`config.mk`:
```
export PLATFORM = sky130hd
export DESIGN_NAME = noc_vc_link_sender
export DESIGN_NICKNAME = d
export VERILOG_FILES = /design/src/rtl/noc_vc_link_sender.sv
export SDC_FILE = /design/constraint.sdc
export NUM_CORES = 1
export LEC_CHECK = 0
export CAP_MARGIN = 10
export CELL_PAD_IN_SITES_DETAIL_PLACEMENT = 1
export CELL_PAD_IN_SITES_GLOBAL_PLACEMENT = 2
export CORE_MARGIN = 5
export CORE_UTILIZATION = 40
export DETAILED_ROUTE_END_ITERATION = 7
export GPL_ROUTABILITY_DRIVEN = 0
export HOLD_SLACK_MARGIN = 0.05
export PLACE_DENSITY_LB_ADDON = 0.05
export SLEW_MARGIN = 15
export SYNTH_ARGS = -nofsm -noshare
export SYNTH_HDL_FRONTEND = slang
export SYNTH_SLANG_ARGS = --single-unit
```
`constraint.sdc`:
```
create_clock -name clk -period 2.4 [get_ports clk]
set_input_delay 0.24 -clock clk [delete_from_list [all_inputs] [get_ports clk]]
set_output_delay 0.24 -clock clk [all_outputs]
set_load 0.01 [all_outputs]
```
`src/rtl/noc_vc_link_sender.sv`:
```
`default_nettype none
// ============================================================================
//  Module   : noc_vc_link_sender
//  Purpose  : Credit-based NoC link sender. It keeps one FIFO and one credit
//             counter per VC, and round-robin arbitrates onto a registered link.
//  Revision : 1.0  initial release
// ============================================================================
module noc_vc_link_sender #(
    parameter  int DATA_W     = 16,
    parameter  int NUM_VC     = 2,
    parameter  int FIFO_DEPTH = 4,
    parameter  int CREDITS    = 4,
    localparam int VC_W       = $clog2(NUM_VC)
) (
    input  logic              clk,
    input  logic              rst,
    input  logic              in_valid,
    input  logic [VC_W-1:0]   in_vc,
    input  logic [DATA_W-1:0] in_data,
    output logic              in_ready,
    output logic              enable,
    output logic [DATA_W-1:0] data,
    output logic [VC_W-1:0]   vc,
    input  logic              credit,
    input  logic [VC_W-1:0]   credit_vc,
    output logic              err_credit
);

    localparam int PTR_W = $clog2(FIFO_DEPTH);
    localparam int CNT_W = $clog2(CREDITS + 1);
    localparam logic [CNT_W-1:0] c_CNT_MAX = CNT_W'(CREDITS);

    logic [NUM_VC-1:0] w_full;
    logic [NUM_VC-1:0] w_empty;
    logic [NUM_VC-1:0] w_elig;
    logic [NUM_VC-1:0] w_err_set;
    logic [DATA_W-1:0] w_head [NUM_VC];

    logic              w_gnt_valid;
    logic [VC_W-1:0]   w_gnt_vc;
    logic [VC_W-1:0]   w_idx;
    logic [VC_W-1:0]   r_rr;

    assign in_ready = ~w_full[in_vc];

    for (genvar gv = 0; gv < NUM_VC; gv++) begin : g_vc
        logic [PTR_W:0]    r_wptr;
        logic [PTR_W:0]    r_rptr;
        logic [DATA_W-1:0] r_mem [FIFO_DEPTH];
        logic [CNT_W-1:0]  r_cnt;
        logic              w_push;
        logic              w_pop;
        logic              w_cred;

        // Extra pointer MSB separates full from empty when the low bits match.
        assign w_full[gv]    = (r_wptr[PTR_W] != r_rptr[PTR_W]) &&
                               (r_wptr[PTR_W-1:0] == r_rptr[PTR_W-1:0]);
        assign w_empty[gv]   = (r_wptr == r_rptr);
        assign w_head[gv]    = r_mem[r_rptr[PTR_W-1:0]];
        assign w_elig[gv]    = !w_empty[gv] && (r_cnt != '0);
        assign w_push        = in_valid && !w_full[gv] && (in_vc == VC_W'(gv));
        assign w_pop         = w_gnt_valid && (w_gnt_vc == VC_W'(gv));
        assign w_cred        = credit && (credit_vc == VC_W'(gv));
        assign w_err_set[gv] = w_cred && !w_pop && (r_cnt == c_CNT_MAX);

        always_ff @(posedge clk or negedge rst) begin
            if (!rst) begin
                r_wptr <= '0;
                r_rptr <= '0;
            end else begin
                if (w_push) r_wptr <= r_wptr + 1'b1;
                if (w_pop)  r_rptr <= r_rptr + 1'b1;
            end
        end

        always_ff @(posedge clk) begin
            if (w_push) r_mem[r_wptr[PTR_W-1:0]] <= in_data;
        end

        // A send and a credit on the same edge cancel out.
        always_ff @(posedge clk or negedge rst) begin
            if (!rst) begin
                r_cnt <= c_CNT_MAX;
            end else if (w_cred && !w_pop && (r_cnt != c_CNT_MAX)) begin
                r_cnt <= r_cnt + 1'b1;
            end else if (w_pop && !w_cred) begin
                r_cnt <= r_cnt - 1'b1;
            end
        end
    end

    always_comb begin
        w_gnt_valid = 1'b0;
        w_gnt_vc    = '0;
        w_idx       = '0;
        for (int k = 1; k <= NUM_VC; k++) begin
            w_idx = VC_W'((int'(r_rr) + k) % NUM_VC);
            if (!w_gnt_valid && w_elig[w_idx]) begin
                w_gnt_valid = 1'b1;
                w_gnt_vc    = w_idx;
            end
        end
    end

    always_ff @(posedge clk or negedge rst) begin
        if (!rst) begin
            r_rr       <= VC_W'(NUM_VC - 1);
            enable     <= 1'b0;
            data       <= '0;
            vc         <= '0;
            err_credit <= 1'b0;
        end else begin
            enable     <= w_gnt_valid;
            err_credit <= err_credit | (|w_err_set);
            if (w_gnt_valid) begin
                r_rr <= w_gnt_vc;
                data <= w_head[w_gnt_vc];
                vc   <= w_gnt_vc;
            end
        end
    end

endmodule
`default_nettype wire

```
# [Word level (Yosys, flattened, before mapping)]
# Memories as Yosys holds them, arrays and structs flattened.
# Index checks and enable logic that the tools add are counted.
# Widths: inputs -> output; s select.
[op_classes] n_eq_ne=10 add_sub_neg=10 n_bitwise=6 reduce_logical=35 order_cmp=4 n_mux=21
[ops] op="$mux 16" count=3
[ops] op="$logic_and 1x1->1" count=21
[ops] op="$add 3x1->3 const B" count=6
[ops] op="$mux 1" count=14
[ops] op="$mux 3" count=4
[ops] op="$logic_not 1->1" count=9
[ops] op="$eq 3x3->1" count=2
[ops] op="$eq 3x3->1 const B" count=2
[ops] op="$lt 1x2->1 const B" count=3
[ops] op="$ne 3x3->1 const B" count=2
[ops] op="$reduce_bool 3->1" count=2
[ops] op="$sub 3x1->3 const B" count=2
[ops] op="$eq 2x2->1" count=2
[ops] op="$not 1->1" count=4
[ops] op="$reduce_bool 2->1" count=2
[ops] op="$add 1x1->1 const B" count=2
[ops] op="$ge 2x2->1 const B" count=1
[ops] op="$ne 1x1->1" count=2
[ops] op="$not 1->2" count=1
[ops] op="$reduce_or 2->1" count=1
[ops] op="$or 1x1->1" count=1
[word_totals] reg_bits=38 ramBits=128 word_cells=99 out_inout_bits=20 n_memories=2 input_bits=22
[memory_table] memory="g_vc[0].r_mem" depth=4 word_bits=16 rd=1 rd_ports_with_merged_regs=0 wr=1 line_no="49" rtl="logic [DATA_W-1:0] r_mem [FIFO_DEPTH];"
[memory_table] memory="g_vc[1].r_mem" depth=4 word_bits=16 rd=1 rd_ports_with_merged_regs=0 wr=1 line_no="49"

# [Longest topological paths before layout]
# Gate-level depths: netlist (run 1).
[logic_depth] depth_word=16 ltp_mapped=11 mapped_depth_nobuf=9

# [Least setup slack after synthesis (run 1)]
# OpenSTA, ideal clock, no wires.
[synth_path] path_type="flip-flop to flip-flop" start="register g_vc[1].r_rptr[1]" end="register g_vc[0].r_cnt[1]" arrival_time_ns=2.208 synth_period_minus_slack_ns=2.291 setup_slack_ns=0.109 n_path_buf=1 path_stages_with_launch=10 required_time_ns=2.317 setup_time_ns=0.083 cell_sequence="dfrtp_1 buf_4 xnor2_1 a31o_2 o21ai_2 nand3_1 fa_1 nand2_1 mux2_2 o21ai_0"
[synth_via] elab_chain_len=15 elab_cells_between_ends=21 cone_classes="1 x eq/ne; 9 x mux; 1 x bitwise; 10 x reduce/logical"
[synth_rtl] item="from (decl)" line_no="48" rtl="logic [PTR_W:0] r_rptr;"
[synth_rtl] item="from (signal assigned)" line_no="72" rtl="if (w_pop) r_rptr <= r_rptr + 1'b1;"
[synth_rtl] item="$eq 3x3->1 *" line_no="58" rtl="assign w_empty[gv] = (r_wptr == r_rptr);"
[synth_rtl] item="$logic_not 1->1 *" line_no="60" rtl="assign w_elig[gv] = !w_empty[gv] && (r_cnt != '0);"
[synth_rtl] item="$logic_and 1x1->1 *" line_no="60"
[synth_rtl] item="$mux 1 (not written as such) (2 in a row)" line_no="98" rtl="if (!w_gnt_valid && w_elig[w_idx]) begin"
[synth_rtl] item="$mux 1" line_no="98"
[synth_rtl] item="$logic_not 1->1" line_no="98"
[synth_rtl] item="$logic_and 1x1->1" line_no="98"
[synth_rtl] item="$mux 1" line_no="98"
[synth_rtl] item="$not 1->1" line_no="62" rtl="assign w_pop = w_gnt_valid && (w_gnt_vc == VC_W'(gv));"
[synth_rtl] item="$logic_and 1x1->1 *" line_no="62"
[synth_rtl] item="$logic_not 1->1" line_no="84" rtl="end else if (w_cred && !w_pop && (r_cnt != c_CNT_MAX)) begin"
[synth_rtl] item="$logic_and 1x1->1 (2 in a row)" line_no="84"
[synth_rtl] item="$mux 3 / $reduce_bool 2->1 (equally long branches)"
[synth_rtl] item="to (signal assigned)" line_no="83" rtl="r_cnt <= c_CNT_MAX;"
[synth_rtl] item="to (signal assigned)" line_no="85" rtl="r_cnt <= r_cnt + 1'b1;"
[synth_rtl] item="to (signal assigned)" line_no="87" rtl="r_cnt <= r_cnt - 1'b1;"
[synth_rtl] item="to (decl)" line_no="50" rtl="logic [CNT_W-1:0] r_cnt;"
# Mark *: on every way between the ends. The rest lies on a longest branch, timed or not. The select of a mux whose other input is x is not followed.
# A chain may end at the register's enable or synchronous reset.

# [Worst setup path after layout (run 1)]
[layout_path] start="register g_vc[0].r_rptr[2]" end="output in_ready"
[layout_via] elab_chain_len=5
[layout_rtl] item="from (decl)" line_no="48"
[layout_rtl] item="from (signal assigned)" line_no="72"
[layout_rtl] item="$ne 1x1->1" line_no="56" rtl="assign w_full[gv] = (r_wptr[PTR_W] != r_rptr[PTR_W]) &&"
[layout_rtl] item="$logic_and 1x1->1" line_no="56"
[layout_rtl] item="$mux 1 (not written as such) (2 in a row)" line_no="44" rtl="assign in_ready = ~w_full[in_vc];"
[layout_rtl] item="$not 1->1" line_no="44"
[layout_rtl] item="to (decl)" line_no="20" rtl="output logic in_ready,"
# No other way between the ends. The select of a mux whose other input is x is not followed.

==> results.md, run 1 <==
- Die Y: around 140 um
- Worst slew pin tran: 0.533 ns
- Clock transition at path regs: ~0.070 ns
- Min Tclk post-route: roughly 2.2 ns
- Routed Wire Length: between 10000 and 15000 um
- Placement Setup Slack: 0.174 ns
- Count of cell types in the netlist: 45
- #FFs+latches synth: 166
- Syn nets: just over 400
- Setup Viol. Count Final: 0
- Worst skew pair latency: 0.42 ns
- Standard-cell row count: 47
- Post-route ant nets: 0
- CTS tree: done
- Complex-gate fraction of the synthesized area: 0.0426
- Mux cell area share after synthesis: 0.139
- Critical path arrival: 2.01 ns
- Drc violations: 0
- Synth area leader: edfxtp_1
- First-pass GRT wire length: approximately 23000 um
- Ordered cell list for the critical path: xnor2_2, and3b_1, mux2i_1, clkdlybuf4s50_1
- Worst path bufs/invs: 1
- Synthesized cell area: 0.00681 mm^2
- Clock skew: 0.0146 ns
- Top cell type's share of synthesized area: 0.564
- Slew headroom: 0.644
- Routed length per instance: 21.2 um
- Clk root buf: clkbuf_16
- Hold Slack: between 0.2 and 0.25 ns
- Register area share after synthesis: 0.705
- Initial core utilization: 0.409
- Total Routing Usage GR: 0.158
- Max clock buf depth: 2
- IO Pins: 42
- CP peak stage delay: 0.56 ns
- Postcts setup bufs: 0
- PortBufs: 41
- Die area: 0.0197 mm^2
- Diodes inserted: 0
- Critical path capture point type: primary output
- Core Region: 0.0166 mm^2
- Outcome: completed
- Layout area overhead: 20.8%
- RSZ-0062 raised after global routing: false
- 1st-pass router iterations: 4
- TNS Setup: 0 ns
- Hold/Removal Path Class: in -> async
- Detail Placement HPWL: 9030 um
- Layout Nets: 488
- Worst setup margin: 0.152 ns
- Async set-reset flop share out of synthesis: 0.229
- Worst-path fanout max: 2
- Slowest-stage cell, CP: clkdlybuf4s50_1
- Worst vdd ir: about 0.61 mV
- Iteration-0 DRC Markers: 196
- Max Slew Vio Count: 0
- Fmax: 445 MHz
- Yosys Warn Count: 0
- Pwr Density: between 1000 and 1500 mW/mm^2
- Most frequent cell after synthesis: edfxtp_1
- Syn Inst Count: 380
- Final hold violation count: 0
- Crit-path leading delay family: buffers and inverters
- Avg Cell Area, Syn: 17.9 um^2
- Via count: 3521
- Clock sinks: 166
- Main area contributors after synthesis: edfxtp_1 (56%), dfrtp_1 (13%), mux4_2 (9.6%), mux2i_1 (2.6%), nand2_1 (1.9%)
- R2R Setup Slk: 0.20 ns
- R2R cell count: 9
- Vias in the first global route: between 3000 and 4000
- Grt ovf: 0
- Post-synth top cells: edfxtp_1 (128), dfrtp_1 (35), nand2_1 (34)
- Synth Area in Adders: 0.0243
- Number of synthesized flops with an enable pin: 128
- CTS Buf Count: 17
- Required @ worst endpoint: 2.16 ns
- WP depth: 4
- Main combinational cell family by area after synthesis: multiplexers
- Antenna violations before repair: 0
- Via-per-instance ratio: 5.13
- Leak: 2.90 nW
- Kind of critical path: reg -> out
- H-tree levels: 4
- Fin crit share: 0.937
- CP Launch Type: register
- Fraction of layout cells with a size suffix above 1: 0.225
- Die X: about 140 um
- Pin count of the biggest net entering global routing: 30
- Prevailing post-synth register cell: edfxtp_1
- Synth Area in XOR/XNOR: 0.0239
- MaxCap Viol Count: 0
- Simple-Gate Fraction of Synth Area: 0.0476
final timing paths:
kind,from,to
max in group asynchronous,rst,r_rr
min in group clk,data[3],data[3]
max reg2reg,g_vc[1].r_cnt[2],g_vc[0].r_cnt[2]
max,g_vc[0].r_rptr[2],in_ready
min reg2reg,data[3],data[3]
min,rst,data[9]
cells in the final DEF, fill, tap and decap left out, types with 4 or more instances in the layout:
cell	synthesis	layout
xnor2_1	10	9
edfxtp_1	128	128
a21oi_1	4	4
mux4_2	29	29
and2_1	9	9
buf_12	0	5
xnor2_2	3	4
inv_1	7	7
clkinvlp_4	0	5
clkbuf_16	0	17
nor2_1	11	10
dfrtp_1	35	35
mux2i_1	18	18
buf_4	3	22
clkdlybuf4s50_1	0	40
nand2_1	34	34
ha_1	10	10
o21ai_0	23	23
logic make-up (layout without fill, tap and decap cells):
logic type      Yosys count  count (layout)
compound gates           43              43
xor+xnor                 16              16
fa+ha+maj                12              12
buf+inv                  21             108
flops                   166             166
mux                      53              53
simple gates             69              69
where the power goes:
group / leakage [nW] / switching [mW] / total, mW / internal [mW]
clock: 0.255 / 1.13 / 2.51 / 1.39
combinational: 1.04 / 2.34 / 4.47 / 2.13
sequential: 1.60 / 0.319 / 4.09 / 3.77
flip-flops by register name, indices dropped and copies added, names as in the netlist:
name and cells:
g_vc.r_mem 128, g_vc.r_rptr 6, enable 1, err_credit 1
data 16, g_vc.r_wptr 6, g_vc.r_cnt 6, vc 1
r_rr 1
repair_timing:
item | CTS | global route
resized for setup | 0 | 1
hold buffers | 1 | 0
endpoints found under the hold margin | 10 | 0
endpoints found under the setup margin | 0 | 1
layer usage:
metal,global-route usage,routed length (um),part of all wire,up-vias
met4,0.0525,188,0.013,0
met2,0.267,7420,0.51,46
met1,0.204,6630,0.46,1850
met3,0.0324,304,0.021,14
li1,-,-,-,1611
met5,0,0,0,-
per-stage QoR:
step / instances / area (um^2) / util / power [mW]
after global routing: 687 / 8230 / 0.494 / 11.8
final: 687 / 8230 / 0.494 / 11.1
after CTS: 687 / 8220 / 0.494 / 11.3
after global placement: 654 / 7660 / 0.460 / 8.61
after floorplan: 380 / 6810 / - / 7.19
after detailed placement: 654 / 7660 / 0.460 / 8.72
cell type report:
| class | instances | area, um^2 |
|---|---|---|
| multi-input cells | 193 | 1900 |
| inverters | 7 | 26.3 |
| well taps | 220 | 275 |
| flip-flops and latches | 166 | 4800 |
| fillers | 1593 | 8410 |
| clock buffers | 19 | 453 |
| repair buffers | 69 | 681 |
| clock inverters | 13 | 96.3 |
worst register-to-register path, delay by kind of cell (launching register included):
family,cells,cell delay (ns)
AOI/OAI and AO/OA,5,0.78
DFF,1,0.60
adders and majority gates,1,0.42
and+or+nand+nor,3,0.35
No activity file was read; power rests on OpenSTA's default activity.
==> inputs of run 2 (changes only) <==
- CORE_ASPECT_RATIO: not set -> 0.6
- PLACE_DENSITY_LB_ADDON: 0.05 -> 0.1
==> run 2 against run 1 <==
Compared with the run above:
- cell count is 1.0% higher
- clock power is 5% higher
- die area is 0.43% higher
- total power is 1.5% higher
- setup slack worse by 0.031 ns
- global-route usage is 0.33 points higher
- register-to-register slack worse by 0.05 ns
- hold slack better by 0.048 ns
- sequential power hardly changed
- fmax is 1.4% lower
- design area hardly changed
- critical path type unchanged
- largest cell class unchanged
==> results.md, run 2 (synthesis gave the netlist of run 1 again) <==
- CP peak stage delay: 0.56 ns
- Antenna violations before repair: 0
- RSZ-0062 raised after global routing: false
- Via-per-instance ratio: a little over 5
- Worst-path fanout max: 2
- Final hold violation count: 0
- CP Launch Type: register
- Non-Filler Instances: 694
- Ordered cell list for the critical path: xnor2_1, and3b_1, mux2i_1, clkdlybuf4s50_1
- Via count: 3600
- Die Y: approximately 110 um
- Hold/Removal Path Class: in -> async
- Hold Slack: about 0.29 ns
- Max Slew Vio Count: 0
- R2R Setup Slk: roughly 0.15 ns
- Critical path arrival: 2.04 ns
- CTS Buf Count: 17
- First-pass GRT wire length: 23700 um
- Max clock buf depth: 2
- PortBufs: 41
- Standard-cell row count: 36
- Grt ovf: 0
- Initial core utilization: 0.413
- Placed Cells: 660
- Routed Wire Length: 14900 um
- Outcome: completed
- H-tree levels: 4
- Commonest cells after routing, fill and taps aside: edfxtp_1 (128), clkdlybuf4s50_1 (40), dfrtp_1 (35)
- Clk root buf: clkbuf_16
- Final Total Pwr: 11.2 mW
- Total Routing Usage GR: 0.161
- Slowest-stage cell, CP: clkdlybuf4s50_1
- Layout area overhead: 20.8%
- Setup crit start: g_vc[0].r_rptr[2]
- 1st-pass router iterations: 4
- Fin crit share: 0.950
- Crit-path leading delay family: buffers and inverters
- Routed length per instance: 21.4 um
- MaxCap Viol Count: 0
- Pwr Density: approximately 1400 mW/mm^2
- CTS tree: done
- Diodes inserted: 0
- Post-route ant nets: 0
- Worst skew pair latency: 0.42 ns
- Slew headroom: 0.659
- Worst slew pin tran: 0.512 ns
- Iteration-0 DRC Markers: around 260
- Pin count of the biggest net entering global routing: 34
- Critical R2R Launch: g_vc[1].r_cnt[2]
- Max reg flops: 128
- Setup Viol. Count Final: 0
- Drc violations: 0
- Worst vdd ir: about 0.56 mV
- Worst path bufs/invs: 1
- Required @ worst endpoint: 2.16 ns
- Die area: 0.0198 mm^2
- Detail Placement HPWL: 9290 um
- IO Pins: 42
- Critical path capture point type: primary output
- Clock sinks: ~170
- TNS Setup: 0 ns
- Kind of critical path: reg -> out
- Fraction of layout cells with a size suffix above 1: 0.223
- Clock skew: roughly 0.013 ns
- Die X: 178 um
- Vias in the first global route: 3858
- Leak: 2.91 nW
- Layout Nets: 487
- Clock transition at path regs: 0.07 ns
- Most common cell after layout, fill and taps aside: edfxtp_1
- Fmax: 439 MHz
- Min Tclk post-route: between 2 and 2.5 ns
- Core Region: about 0.016 mm^2
[run 2: cell count changes in the layout (fill, tap and decap cells not counted), sizes merged]
cell,previous run,this run
clkinvlp,5,1
clkinv,4,6
bufinv,0,1
inv,11,12
buf,28,27
[run 2: per-layer routing]
metal / routed length, um / global-route usage / part of all wire / vias to the layer above
met5: 0 / 0 / 0 / -
met4: 169 / 0.0491 / 0.011 / 0
met3: 549 / 0.0324 / 0.037 / 16
met2: 6600 / 0.225 / 0.44 / 65
met1: 7540 / 0.253 / 0.51 / 1908
li1: - / - / - / 1611
[run 2: area by class of cell]
| type | count | area [um^2] |
|---|---|---|
| clock buffers | 19 | 443 |
| clock inverters | 13 | 119 |
| fillers | 1583 | 8260 |
| inverters | 7 | 26.3 |
| multi-input cells | 193 | 1890 |
| flip-flops and latches | 166 | 4800 |
| well taps | 228 | 285 |
| repair buffers | 68 | 661 |
[run 2: report_power, final]
part | switching, mW | internal [mW] | total, mW
clock | 1.16 | 1.47 | 2.63
sequential | 0.349 | 3.77 | 4.12
combinational | 2.37 | 2.11 | 4.48
[run 2: stage by stage]
stage                util  area (um^2)  setup WS [ns]
floorplan               -         6810          0.109
global placement    0.464         7640          0.171
detailed placement  0.464         7640          0.142
CTS                 0.498         8220         0.0780
global route        0.499         8220         0.0116
finish              0.499         8220          0.121
[run 2: final timing paths]
path,cells after the start,to
setup / recovery,4,in_ready
hold / removal,2,data[1]
setup reg to reg,9,g_vc[0].r_cnt[2]
hold reg to reg,2,data[1]
max in group asynchronous,3,g_vc[0].r_cnt[2]
min in group clk,2,data[1]
[run 2: timing repair]
item                                    CTS  global route
endpoints found under the setup margin    0             1
resized for setup                         0             0
endpoints found under the hold margin    11             0
hold buffers                              1             0
setup buffers                             0             1
==> inputs of run 3 (changes only) <==
- CORE_MARGIN: 5 -> not set
- clock period: 2.4 -> 2.29 ns (I/O delays scaled with it)
==> run 3 against run 2 <==
Compared with the run above:
- clock skew increased by 0.0036 ns
- largest power group unchanged
- global-route usage grew 2.4 points
- sequential cell count stayed put
==> results.md, run 3 (synthesis gave the netlist of run 1 again) <==
- Grt ovf: 0
- Die Y: ~100 um
- Via-per-instance ratio: 5.12
- Worst setup margin: 0.0462 ns
- Slowest-stage cell, CP: dfstp_2
- Finished layout cell area: 0.00837 mm^2
- Routed length per instance: 21.2 um
- CP Launch Type: register
- CTS tree: done
- Min Tclk post-route: ~2.2 ns
- CP peak stage delay: between 0.5 and 0.6 ns
- Slew headroom: 0.556
- Layout Nets: 493
- Placed cell areas: 0.00774 mm^2
- Placement Setup Slack: 0.0144 ns
- Final Util: 0.509
- Max reg flops: 128
- CTS Buf Count: 17
- Cell mode on critical path: nand2_1
- Worst skew pair latency: 0.42 ns
- R2R Setup Slk: 0.05 ns
- Setup crit start: g_vc[0].r_cnt[2]
- Post-route ant nets: 0
- Worst vdd ir: 0.826 mV
- Final hold violation count: 0
- Outcome: completed
- Clock transition at path regs: 0.07 ns
- Commonest cells after routing, fill and taps aside: edfxtp_1 (128), clkdlybuf4s50_1 (39), nand2_1 (34), dfrtp_1 (34), mux4_2 (29)
- R2R cell count: 10
- Worst path bufs/invs: 1
- Critical R2R Launch: g_vc[0].r_cnt[2]
- Diodes inserted: 0
- Critical path capture point type: register
- Critical path arrival: 2.57 ns
- Non-Filler Instances: 700
- FF-to-FF End: g_vc[1].r_cnt[1]
- Iteration-0 DRC Markers: 231
- Pwr Density: 1440 mW/mm^2
- Hold/Removal Path Class: in -> async
- Leak: between 2 and 3 nW
- First-pass GRT wire length: 22800 um
- Fraction of layout cells with a size suffix above 1: 0.252
- Standard-cell row count: 36
- Routed Wire Length: 14800 um
- Total Routing Usage GR: 0.185
- Die area: 0.0176 mm^2
- Detail Placement HPWL: approximately 9400 um
- Clock sinks: 166
- Ordered cell list for the critical path: nor3_2, buf_4, a31oi_4, a21oi_4, nor2_2, nand2_1, fa_1, nand2_1, mux2_2, o21ai_1
- Clk root buf: clkbuf_16
- Antenna violations before repair: 0
- Clock skew: ~0.017 ns
- PortBufs: 41
- Kind of critical path: reg -> reg
- Vias in the first global route: roughly 3800
- Max Slew Vio Count: 0
- Placed Cells: 666
- Fin crit share: 0.980
- Pin count of the biggest net entering global routing: 30
- Worst-path fanout max: 2
- Drc violations: 0
- Required @ worst endpoint: ~2.6 ns
- MaxCap Viol Count: 0
- 1st-pass router iterations: 4
- Layout area overhead: 23.0%
- Worst slew pin tran: between 0.6 and 0.7 ns
- Fmax: between 400 and 500 MHz
- Setup Viol. Count Final: 0
- Most common cell after layout, fill and taps aside: edfxtp_1
- Crit-path leading delay family: flip-flops
- Die X: 170 um
- Core Region: 0.0164 mm^2
- Final Total Pwr: between 10 and 15 mW
- IO Pins: 42
- Via count: 3584
- Hold Slack: between 0.3 and 0.4 ns
- TNS Setup: 0 ns
- Initial core utilization: 0.414
- Max clock buf depth: 2
- H-tree levels: 4
[run 3: worst register-to-register path, delay by kind of cell, from the launching register on]
family | cells | cell delay (ns)
AOI/OAI and AO/OA | 3 | 0.44
adders and majority gates | 1 | 0.50
buffers and inverters | 1 | 0.14
DFF | 1 | 0.55
muxes | 1 | 0.27
and+or+nand+nor | 4 | 0.27
[run 3: worst max path at each step]
stage	endpoint	slack, ns	cells after the start
6_report	g_vc[1].r_cnt[1]	0.05	10
5_1_grt	g_vc[1].r_cnt[1]	-0.04	10
4_1_cts	g_vc[1].r_cnt[1]	0.01	9
3_5_place_dp	g_vc[1].r_cnt[1]	0.01	9
3_3_place_gp	g_vc[0].r_cnt[2]	0.11	10
2_1_floorplan	g_vc[0].r_cnt[1]	-0.0007	9
[run 3: power by group]
group          switching, mW  internal (mW)
logic                   2.61           2.40
clock network           1.24           1.52
registers              0.347           3.96
[run 3: cell type report]
cell class                      count  area, um^2
Inverter                            7        26.3
Sequential cell                   166        4800
Fill cell                        1538        8070
Clock buffer                       17         425
Multi-Input combinational cell    193        1940
Timing Repair Buffer               74         758
Tap cell                          228         285
Clock inverter                     15         141
[run 3: timing repair]
item                                    4_1_cts  5_1_grt
endpoints found under the setup margin        1        5
buffers inserted                              0        1
pin swaps                                     0        4
resized for setup                             1       11
cloned                                        0        0
hold endpoints to repair                     17        0
hold buffers                                  1        0
[run 3: metal layers]
layer  vias up  share of wire  GRT usage
li1       1621              -          -
met1      1888           0.51      0.274
met2        66           0.45      0.279
met3         9          0.032     0.0384
met4         0         0.0066     0.0478
met5         -              0          0
